$ cat config.mk
export PLATFORM = sky130hd
export DESIGN_NAME = timing_nco_mu_flat
export DESIGN_NICKNAME = d
export VERILOG_FILES = /design/src/rtl/timing_nco_mu_if.sv /design/src/rtl/timing_nco_mu.sv /design/src/flat_wrapper.sv
export SDC_FILE = /design/constraint.sdc
export NUM_CORES = 1
export LEC_CHECK = 0
export ABC_AREA = 1
export CAP_MARGIN = 20
export CORE_MARGIN = 4
export CORE_UTILIZATION = 40
export DETAILED_ROUTE_END_ITERATION = 10
export SYNTH_ARGS = -nofsm -noshare
export SYNTH_HDL_FRONTEND = slang
export SYNTH_SLANG_ARGS = --single-unit
$ cat constraint.sdc
create_clock -name clk -period 3.75 [get_ports clk]
set_input_delay 0.75 -clock clk [delete_from_list [all_inputs] [get_ports clk]]
set_output_delay 0.75 -clock clk [all_outputs]
set_load 0.005 [all_outputs]
$ cat src/rtl/timing_nco_mu_if.sv
// Sample/error handshake between the timing-error detector, the timing NCO
// and the Farrow interpolator.
interface timing_nco_mu_if #(
  parameter int W = 19
);
  logic                in_valid;
  logic signed [W-1:0] err;
  logic                err_valid;
  logic                strobe;
  logic signed [W-1:0] mu;
  logic signed [W-1:0] lf_out;

  // Upstream side: supplies samples and TED error, observes the NCO.
  modport master (
    output in_valid,
    output err,
    output err_valid,
    input  strobe,
    input  mu,
    input  lf_out
  );

  // NCO side.
  modport slave (
    input  in_valid,
    input  err,
    input  err_valid,
    output strobe,
    output mu,
    output lf_out
  );
endinterface

$ cat src/rtl/timing_nco_mu.sv
// Symbol-timing control: PI loop filter on the TED error plus a modulo-1
// decrementing NCO that emits an interpolant strobe and fractional interval mu.
module timing_nco_mu #(
  parameter int W        = 19,
  parameter int FRAC     = 17,
  parameter int SPS_LOG2 = 1,
  parameter int KP_SHIFT = 4,
  parameter int KI_SHIFT = 10
) (
  input  logic           clk,
  input  logic           rst_n,
  timing_nco_mu_if.slave bus
);

  // Two guard bits cover every intermediate sum before clamping.
  localparam int WX = W + 2;

  localparam logic signed [WX-1:0] SAT_HI = WX'((longint'(1) <<< (W - 1)) - 1);
  localparam logic signed [WX-1:0] SAT_LO = WX'(-(longint'(1) <<< (W - 1)));
  localparam logic signed [WX-1:0] ONE    = WX'(longint'(1) <<< FRAC);
  localparam logic signed [WX-1:0] MU_MAX = WX'((longint'(1) <<< FRAC) - 1);
  localparam logic signed [WX-1:0] W_NOM  = WX'(longint'(1) <<< (FRAC - SPS_LOG2));
  localparam logic signed [WX-1:0] WK_MIN = WX'(1);

  localparam logic signed [W-1:0]  ETA_RST = W'((longint'(1) <<< FRAC) - 1);

  function automatic logic signed [WX-1:0] sext(input logic signed [W-1:0] x);
    return {{2{x[W-1]}}, x};
  endfunction

  function automatic logic signed [W-1:0] sat_w(input logic signed [WX-1:0] x);
    logic signed [WX-1:0] c;
    c = x;
    if (x > SAT_HI) c = SAT_HI;
    else if (x < SAT_LO) c = SAT_LO;
    return W'(c);
  endfunction

  // Registered state
  logic signed [W-1:0] integ_q;
  logic signed [W-1:0] v_q;
  logic signed [W-1:0] eta_q;
  logic signed [W-1:0] mu_q;
  logic                strobe_q;

  // Loop-filter datapath
  logic signed [WX-1:0] err_x;
  logic signed [WX-1:0] err_kp;
  logic signed [WX-1:0] err_ki;
  logic signed [W-1:0]  integ_new;
  logic signed [W-1:0]  v_new;

  // NCO datapath
  logic signed [WX-1:0] wk_raw;
  logic signed [WX-1:0] wk;
  logic signed [WX-1:0] d;
  logic                 underflow;
  logic signed [W-1:0]  eta_next;
  logic signed [WX-1:0] mu_cand;
  logic signed [W-1:0]  mu_next;

  // PI loop filter: gains are arithmetic right shifts, both terms saturate.
  always_comb begin
    err_x     = sext(bus.err);
    err_kp    = err_x >>> KP_SHIFT;
    err_ki    = err_x >>> KI_SHIFT;
    integ_new = sat_w(sext(integ_q) + err_ki);
    v_new     = sat_w(err_kp + sext(integ_new));
  end

  // NCO step from the registered filter output, clamped into [1, 1.0 - lsb];
  // underflow wraps modulo 1.0 and yields mu from the pre-decrement eta.
  always_comb begin
    wk_raw = W_NOM + sext(v_q);
    wk     = wk_raw;
    if (wk_raw < WK_MIN)      wk = WK_MIN;
    else if (wk_raw > MU_MAX) wk = MU_MAX;

    d         = sext(eta_q) - wk;
    underflow = d[WX-1];
    eta_next  = underflow ? W'(d + ONE) : W'(d);

    mu_cand = sext(eta_q) <<< SPS_LOG2;
    mu_next = (mu_cand > MU_MAX) ? W'(MU_MAX) : W'(mu_cand);
  end

  // Loop-filter registers advance only on a valid TED error.
  always_ff @(posedge clk or negedge rst_n) begin
    if (!rst_n) begin
      integ_q <= '0;
      v_q     <= '0;
    end else if (bus.err_valid) begin
      integ_q <= integ_new;
      v_q     <= v_new;
    end
  end

  // NCO registers advance only on an accepted input sample.
  always_ff @(posedge clk or negedge rst_n) begin
    if (!rst_n) begin
      eta_q    <= ETA_RST;
      mu_q     <= '0;
      strobe_q <= 1'b0;
    end else if (bus.in_valid) begin
      eta_q    <= eta_next;
      strobe_q <= underflow;
      if (underflow) mu_q <= mu_next;
    end else begin
      strobe_q <= 1'b0;
    end
  end

  assign bus.strobe = strobe_q;
  assign bus.mu     = mu_q;
  assign bus.lf_out = v_q;

endmodule

$ cat src/flat_wrapper.sv
// flat-port wrapper written by rule: the top's interface ports become plain ports
module timing_nco_mu_flat 
#(
  parameter int W        = 19,
  parameter int FRAC     = 17,
  parameter int SPS_LOG2 = 1,
  parameter int KP_SHIFT = 4,
  parameter int KI_SHIFT = 10
)
  (clk, rst_n, bus_in_valid, bus_err, bus_err_valid, bus_strobe, bus_mu, bus_lf_out);
  timing_nco_mu_if #(.W(W)) bus_i ();
  input  logic clk;
  input  logic rst_n;
  input wire logic [$bits(bus_i.in_valid)-1:0] bus_in_valid;
  input wire logic [$bits(bus_i.err)-1:0] bus_err;
  input wire logic [$bits(bus_i.err_valid)-1:0] bus_err_valid;
  output wire logic [$bits(bus_i.strobe)-1:0] bus_strobe;
  output wire logic [$bits(bus_i.mu)-1:0] bus_mu;
  output wire logic [$bits(bus_i.lf_out)-1:0] bus_lf_out;
  assign bus_i.in_valid = bus_in_valid;
  assign bus_i.err = bus_err;
  assign bus_i.err_valid = bus_err_valid;
  assign bus_strobe = bus_i.strobe;
  assign bus_mu = bus_i.mu;
  assign bus_lf_out = bus_i.lf_out;
  timing_nco_mu #(.W(W), .FRAC(FRAC), .SPS_LOG2(SPS_LOG2), .KP_SHIFT(KP_SHIFT), .KI_SHIFT(KI_SHIFT)) u_core (.clk(clk), .rst_n(rst_n), .bus(bus_i));
endmodule
[Word level (Yosys, flattened, before mapping)]
Index checks and enable logic that the tools add are counted.
Word-level totals
  word-level logic and storage cells: 27
  output and inout port bits: 39
  register bits after elaboration: 77
Operators by class
  $add $sub $neg: 5
  muxes and demuxes: 9
  reductions and logical operators: 1
  $lt $le $gt $ge: 7
Operator list (number)
  2-to-1 mux 19 bit: 6
  2-to-1 mux 21 bit: 2
  greater-than comparator 20 x 19 -> 1 bit, second input constant: 2
  < comparator 20 x 19 -> 1 bit, second input constant: 2
  greater-than comparator 21 x 18 -> 1 bit, second input constant: 1
  < comparator 21 x 2 -> 1 bit, second input constant: 1
  subtractor 19 x 21 -> 21 bit: 1
  adder 15 x 19 -> 20 bit: 1
  adder 18 x 19 -> 20 bit, first input constant: 1
  adder 19 x 9 -> 20 bit: 1
  greater-than comparator 20 x 18 -> 1 bit, second input constant: 1
  adder 19 bit, second input constant: 1
  AND reduction 2 bit: 1
  2-to-1 mux 1 bit: 1

[Longest topological paths before layout]
  word-level depth: 8
  mapped depth: 30
  gate-level depth less buffers: 29

[Worst setup path before layout]
OpenSTA, ideal clock, no wires.
  path type: input -> register
  from: input port bus_err[10]
  to: register u_core.v_q[10], in the netlist u_core.bus.lf_out[10]
  required time: 3.633 ns
  setup slack: -0.186 ns
  stages on the path: 27
  data arrival time: 3.819 ns
  cells stage by stage: ha_1 > inv_1 > fa_1 > inv_1 > nand3_1 > nand3_2 > nand2_1 > nand2_1 > nand2_1 > nand2_2 > nand2_4 > buf_6 > nand2_1 > nand2_2 > ha_1 > fa_1 > nand3_1 > nand3_2 > nand2_1 > nand2_1 > nand2_1 > nand2_1 > nor2_4 > buf_6 > nor2_1 > nor2_1 > nor2_1
Between the ends
  longest elaborated chain between the ends: 8
Ends and longest elaborated chain
  start: declaration: RTL line flat_wrapper.sv:15  | input wire logic [$bits(bus_i.err)-1:0] bus_err;
  adder 19 x 9 -> 20 bit *: RTL line timing_nco_mu.sv:67  | integ_new = sat_w(sext(integ_q) + err_ki);
  < comparator 20 x 19 -> 1 bit: RTL line timing_nco_mu.sv:35  | else if (x < SAT_LO) c = SAT_LO;
  2-to-1 mux 19 bit: RTL line timing_nco_mu.sv:35
  2-to-1 mux 19 bit *: RTL line timing_nco_mu.sv:34  | if (x > SAT_HI) c = SAT_HI;
  named net u_core.integ_new[0]: RTL line timing_nco_mu.sv:50  | logic signed [W-1:0] integ_new;
  adder 15 x 19 -> 20 bit *: RTL line timing_nco_mu.sv:68  | v_new = sat_w(err_kp + sext(integ_new));
  < comparator 20 x 19 -> 1 bit: RTL line timing_nco_mu.sv:35
  2-to-1 mux 19 bit: RTL line timing_nco_mu.sv:35
  2-to-1 mux 19 bit *: RTL line timing_nco_mu.sv:34
  end signal: assignment: RTL line timing_nco_mu.sv:94  | v_q <= v_new;
  end: declaration: RTL line timing_nco_mu.sv:41  | logic signed [W-1:0] v_q;
The timed path passes the listed nets; every way through them passes the cells marked *.
A chain may end at the register's enable or synchronous reset.

[Worst setup path after layout]
  from: input port bus_err[18]
  to: register u_core.v_q[10], in the netlist u_core.bus.lf_out[10]
The elaborated chain is that of the path after synthesis.

==> out/results.md <==
| Item | Reported | Unit |
|:---|:---|:---|
| Main flop type after synthesis | sky130_fd_sc_hd__dfrtp_1 | - |
| Kind of capture point of the worst setup path | register | - |
| Number of failing hold endpoints at the final stage | 0 | - |
| Largest buffer count on any clock path | 2 | - |
| CTS HTree Levels | 3 | - |
| Most Frequent Cell on Critical Path | sky130_fd_sc_hd__nand2_2 | - |
| Post-layout minimum cycle time | 3.86 | ns |
| Effective utilization at floorplan | 40.8 | % |
| Worst slew margin | 44.2 | % |
| Class of the most critical hold timing path | in -> async | - |
| Slowest stage cell, crit path | sky130_fd_sc_hd__fa_2 | - |
| Number of enable flip-flop cells after synthesis | 0 | - |
| HPWL Detailed | 15,500 | um |
| Combined area of the multi-input logic cells | 5620 | sq um |
| Number of nets in the layout | 1,388 | - |
| Total iterations of the first detailed-routing run | 4 | - |
| Count of port buffers added during placement | 57 | - |
| Worst Max-Slew Pin Slew | 0.836 | ns |
| All-Layer GR Usage | 21.5 | % |
| Total count of max-transition violations in the final report | 0 | - |
| Post-Synthesis Cell Area | 7050 | sq um |
| Violations in the final reports | setup timing | - |
| Storage element area | 1950 | sq um |
| Worst path setup slack after routing | -0.113 | ns |
| Clock latency at the later pin of the worst-skew pair | 0.35 | ns |
| GR peak layer | met2 | - |
| Average detailed-routed wire length per instance | 13.9 | um |
| Global Route met3 Usage | 3.32 | % |
| Root Driver | sky130_fd_sc_hd__clkbuf_16 | - |
| Share of post-route cells with drive strength above 1 | 33.1 | % |
| Antenna cells | 0 | - |
| Area of the placeable core | 17,300 | sq um |
| Worst setup SP type | input pin | - |
| Number of failing setup endpoints in the final timing report | 19 | - |
| GR Util met1 | 27.3 | % |
| Unrepaired setup endpoints after global routing | yes | - |
| Share of flip-flops with an asynchronous set or reset | 100 | % |
| Floorplan row count | 48 | - |
| Clock tree from TritonCTS | built | - |
| Largest clock skew in the final design | 0.0121 | ns |
| Largest net degree at the start of global routing | 40 | - |
| Seq/Total Area, Yosys | 27.6 | % |
| Chip Height | 141 | um |
| Top cell type by total area after synthesis | sky130_fd_sc_hd__dfrtp_1 | - |
| Post-route non-filler standard cell count | 1,532 | - |
| Overall die width | 141 | um |
| Crit path buf inv count | 6 | - |
| Clock transition at the registers of the reported paths | 0.06 | ns |
| Kind of critical path | in -> reg | - |
| CP peak stage delay | 0.40 | ns |
| Filler cell count | 1,582 | - |
| Cell variety after synth | 41 | - |
| Number of max-capacitance violations reported | 0 | - |
| Remaining Overflow, GRT | 0 | - |
| F_max | 259 | MHz |
| Clock sink total | 77 | - |
| Total routed wirelength | 21,300 | um |
| Drt via density | 4.86 | - |
| Final clock period utilization by the worst path | 103 | % |
| Initial antenna violation count | 0 | - |
| Global placement routability congestion | 0.897 | - |
| DRC violation count after routing | 0 | - |
| Top-level port count | 62 | - |
| Synth warn | 0 | - |
| 1st-iter DRT viols | 293 | - |
| Via total after detailed routing | 7,451 | - |
| Residual antenna-violating net count after detailed routing | 0 | - |
| Area fraction of the dominant cell type after synthesis | 21.3 | % |
| Crit path max fanout | 8 | - |
| Most used standard cells in the synthesized netlist | 383 x sky130_fd_sc_hd__nand2_1, 133 x sky130_fd_sc_hd__nor2_1, 114 x sky130_fd_sc_hd__inv_1, 60 x sky130_fd_sc_hd__dfrtp_1, 60 x sky130_fd_sc_hd__ha_1 | - |
| Met2 track demand over resource | 37.5 | % |
| Top cell family by delay on the critical path | simple AND/OR/NAND/NOR gates | - |
| First-pass GRT wire length | 35,100 | um |
| WP data required | 3.98 | ns |
| Critical path data arrival time | 4.09 | ns |
| Num CTS Buffers | 9 | - |
| Synth top area cells | sky130_fd_sc_hd__dfrtp_1 21%, sky130_fd_sc_hd__nand2_1 20%, sky130_fd_sc_hd__ha_1 11% | - |
| Most numerous cell in the Yosys netlist | sky130_fd_sc_hd__nand2_1 | - |
| Synthesis-to-finish area growth | 50.7 | % |
| Instance count of the mapped netlist | 1,072 | - |
| Synth Area per Inst | 6.58 | sq um |
| DIE AREA | 19,800 | sq um |
| Via count of the first global-routing pass | 7,374 | - |
| Outcome | finished, violations left | - |
| Placed Cells | 1,478 | - |
| Flip-flop and latch count after synthesis | 77 | - |
-- cells in the final DEF (no fill, tap or decap), types with 17 or more instances in the layout --
cell	synthesis	routed
sky130_fd_sc_hd__nor2_2	7	22
sky130_fd_sc_hd__nand2_4	3	23
sky130_fd_sc_hd__dfrtp_1	60	60
sky130_fd_sc_hd__clkdlybuf4s50_1	0	47
sky130_fd_sc_hd__buf_4	0	160
sky130_fd_sc_hd__o21ai_0	29	25
sky130_fd_sc_hd__dfstp_2	17	17
sky130_fd_sc_hd__buf_6	8	17
sky130_fd_sc_hd__nor2_1	133	111
sky130_fd_sc_hd__xnor2_1	20	20
sky130_fd_sc_hd__inv_1	114	105
sky130_fd_sc_hd__ha_4	0	34
sky130_fd_sc_hd__ha_1	60	25
sky130_fd_sc_hd__nand2_2	25	55
sky130_fd_sc_hd__nand2_1	383	328
sky130_fd_sc_hd__a21oi_1	46	27
sky130_fd_sc_hd__nand3_1	50	44
-- worst paths after layout --
| path | startpoint | end | slack (ns) | cells after the start |
|---|---|---|---|---|
| setup / recovery | bus_err[18] | u_core.bus.lf_out[10] | -0.11 | 27 |
| hold / removal | rst_n | u_core.bus.lf_out[3] | 0.32 | 1 |
| setup reg to reg | u_core.integ_q[5] | u_core.bus.lf_out[10] | 0.06 | 27 |
| hold reg to reg | u_core.bus.mu[0] | u_core.bus.mu[0] | 0.48 | 2 |
| max in group asynchronous | rst_n | u_core.eta_q[0] | 2.67 | 2 |
| min in group clk | u_core.bus.mu[0] | u_core.bus.mu[0] | 0.48 | 2 |
-- logic make-up (layout without fill, tap and decap cells) --
group                    after synthesis  in the layout  synth area share, %
XOR/XNOR                              33             33                 4.10
flip-flops                            77             77                 27.6
buffers and inverters                138            370                 8.39
other                                  1              2               0.0532
AND/OR/NAND/NOR                      649            651                 39.3
AO/OA/AOI/OAI                        111            111                 9.08
adder cells (fa/ha/maj)               63             63                 11.5
-- state kept, by name, indices dropped and copies added, names as in the netlist --
name	count
u_core.bus.lf_out	19
u_core.bus.mu	19
u_core.bus.strobe	1
u_core.eta_q	19
u_core.integ_q	19
-- per-stage QoR --
step                worst slack [ns]  instance area [sq um]  hold WS [ns]  util (%)  setup TNS (ns)
detailed placement            -0.933                   9090         0.464      52.6          -17.29
CTS                           0.0126                  10200         0.323      59.1               0
global route                  -0.321                  10600         0.338      61.5           -5.55
floorplan                    0.00243                   7270         0.453         -               0
global placement              -0.877                   9090         0.464      52.6          -16.41
finish                        -0.113                  10600         0.318      61.5           -1.32
-- routing by layer --
metal | wire length [um] | part of all wire [%]
met1 | 9490 | 45
met2 | 10700 | 50
met3 | 725 | 3.4
met4 | 392 | 1.8
met5 | 0 | 0
-- cell type report --
type                            instances  share of cell area, %
Multi-Input combinational cell        860                   52.9
Clock inverter                          6                  0.647
Tap cell                              225                   2.65
Sequential cell                        77                   18.3
Clock buffer                           10                   2.25
Timing Repair Buffer                  238                   19.1
Inverter                              116                   4.10
-- what timing repair did --
action	in CTS	in global routing
hold buffers	0	0
resized for setup	118	116
buffers inserted	25	11
endpoints found under the setup margin	19	39
gates cloned	4	1
pin swaps	31	78
Power is left out: the tool's default activity adds up to more than one toggle a clock period on the data nets, which glitch-free logic cannot reach.
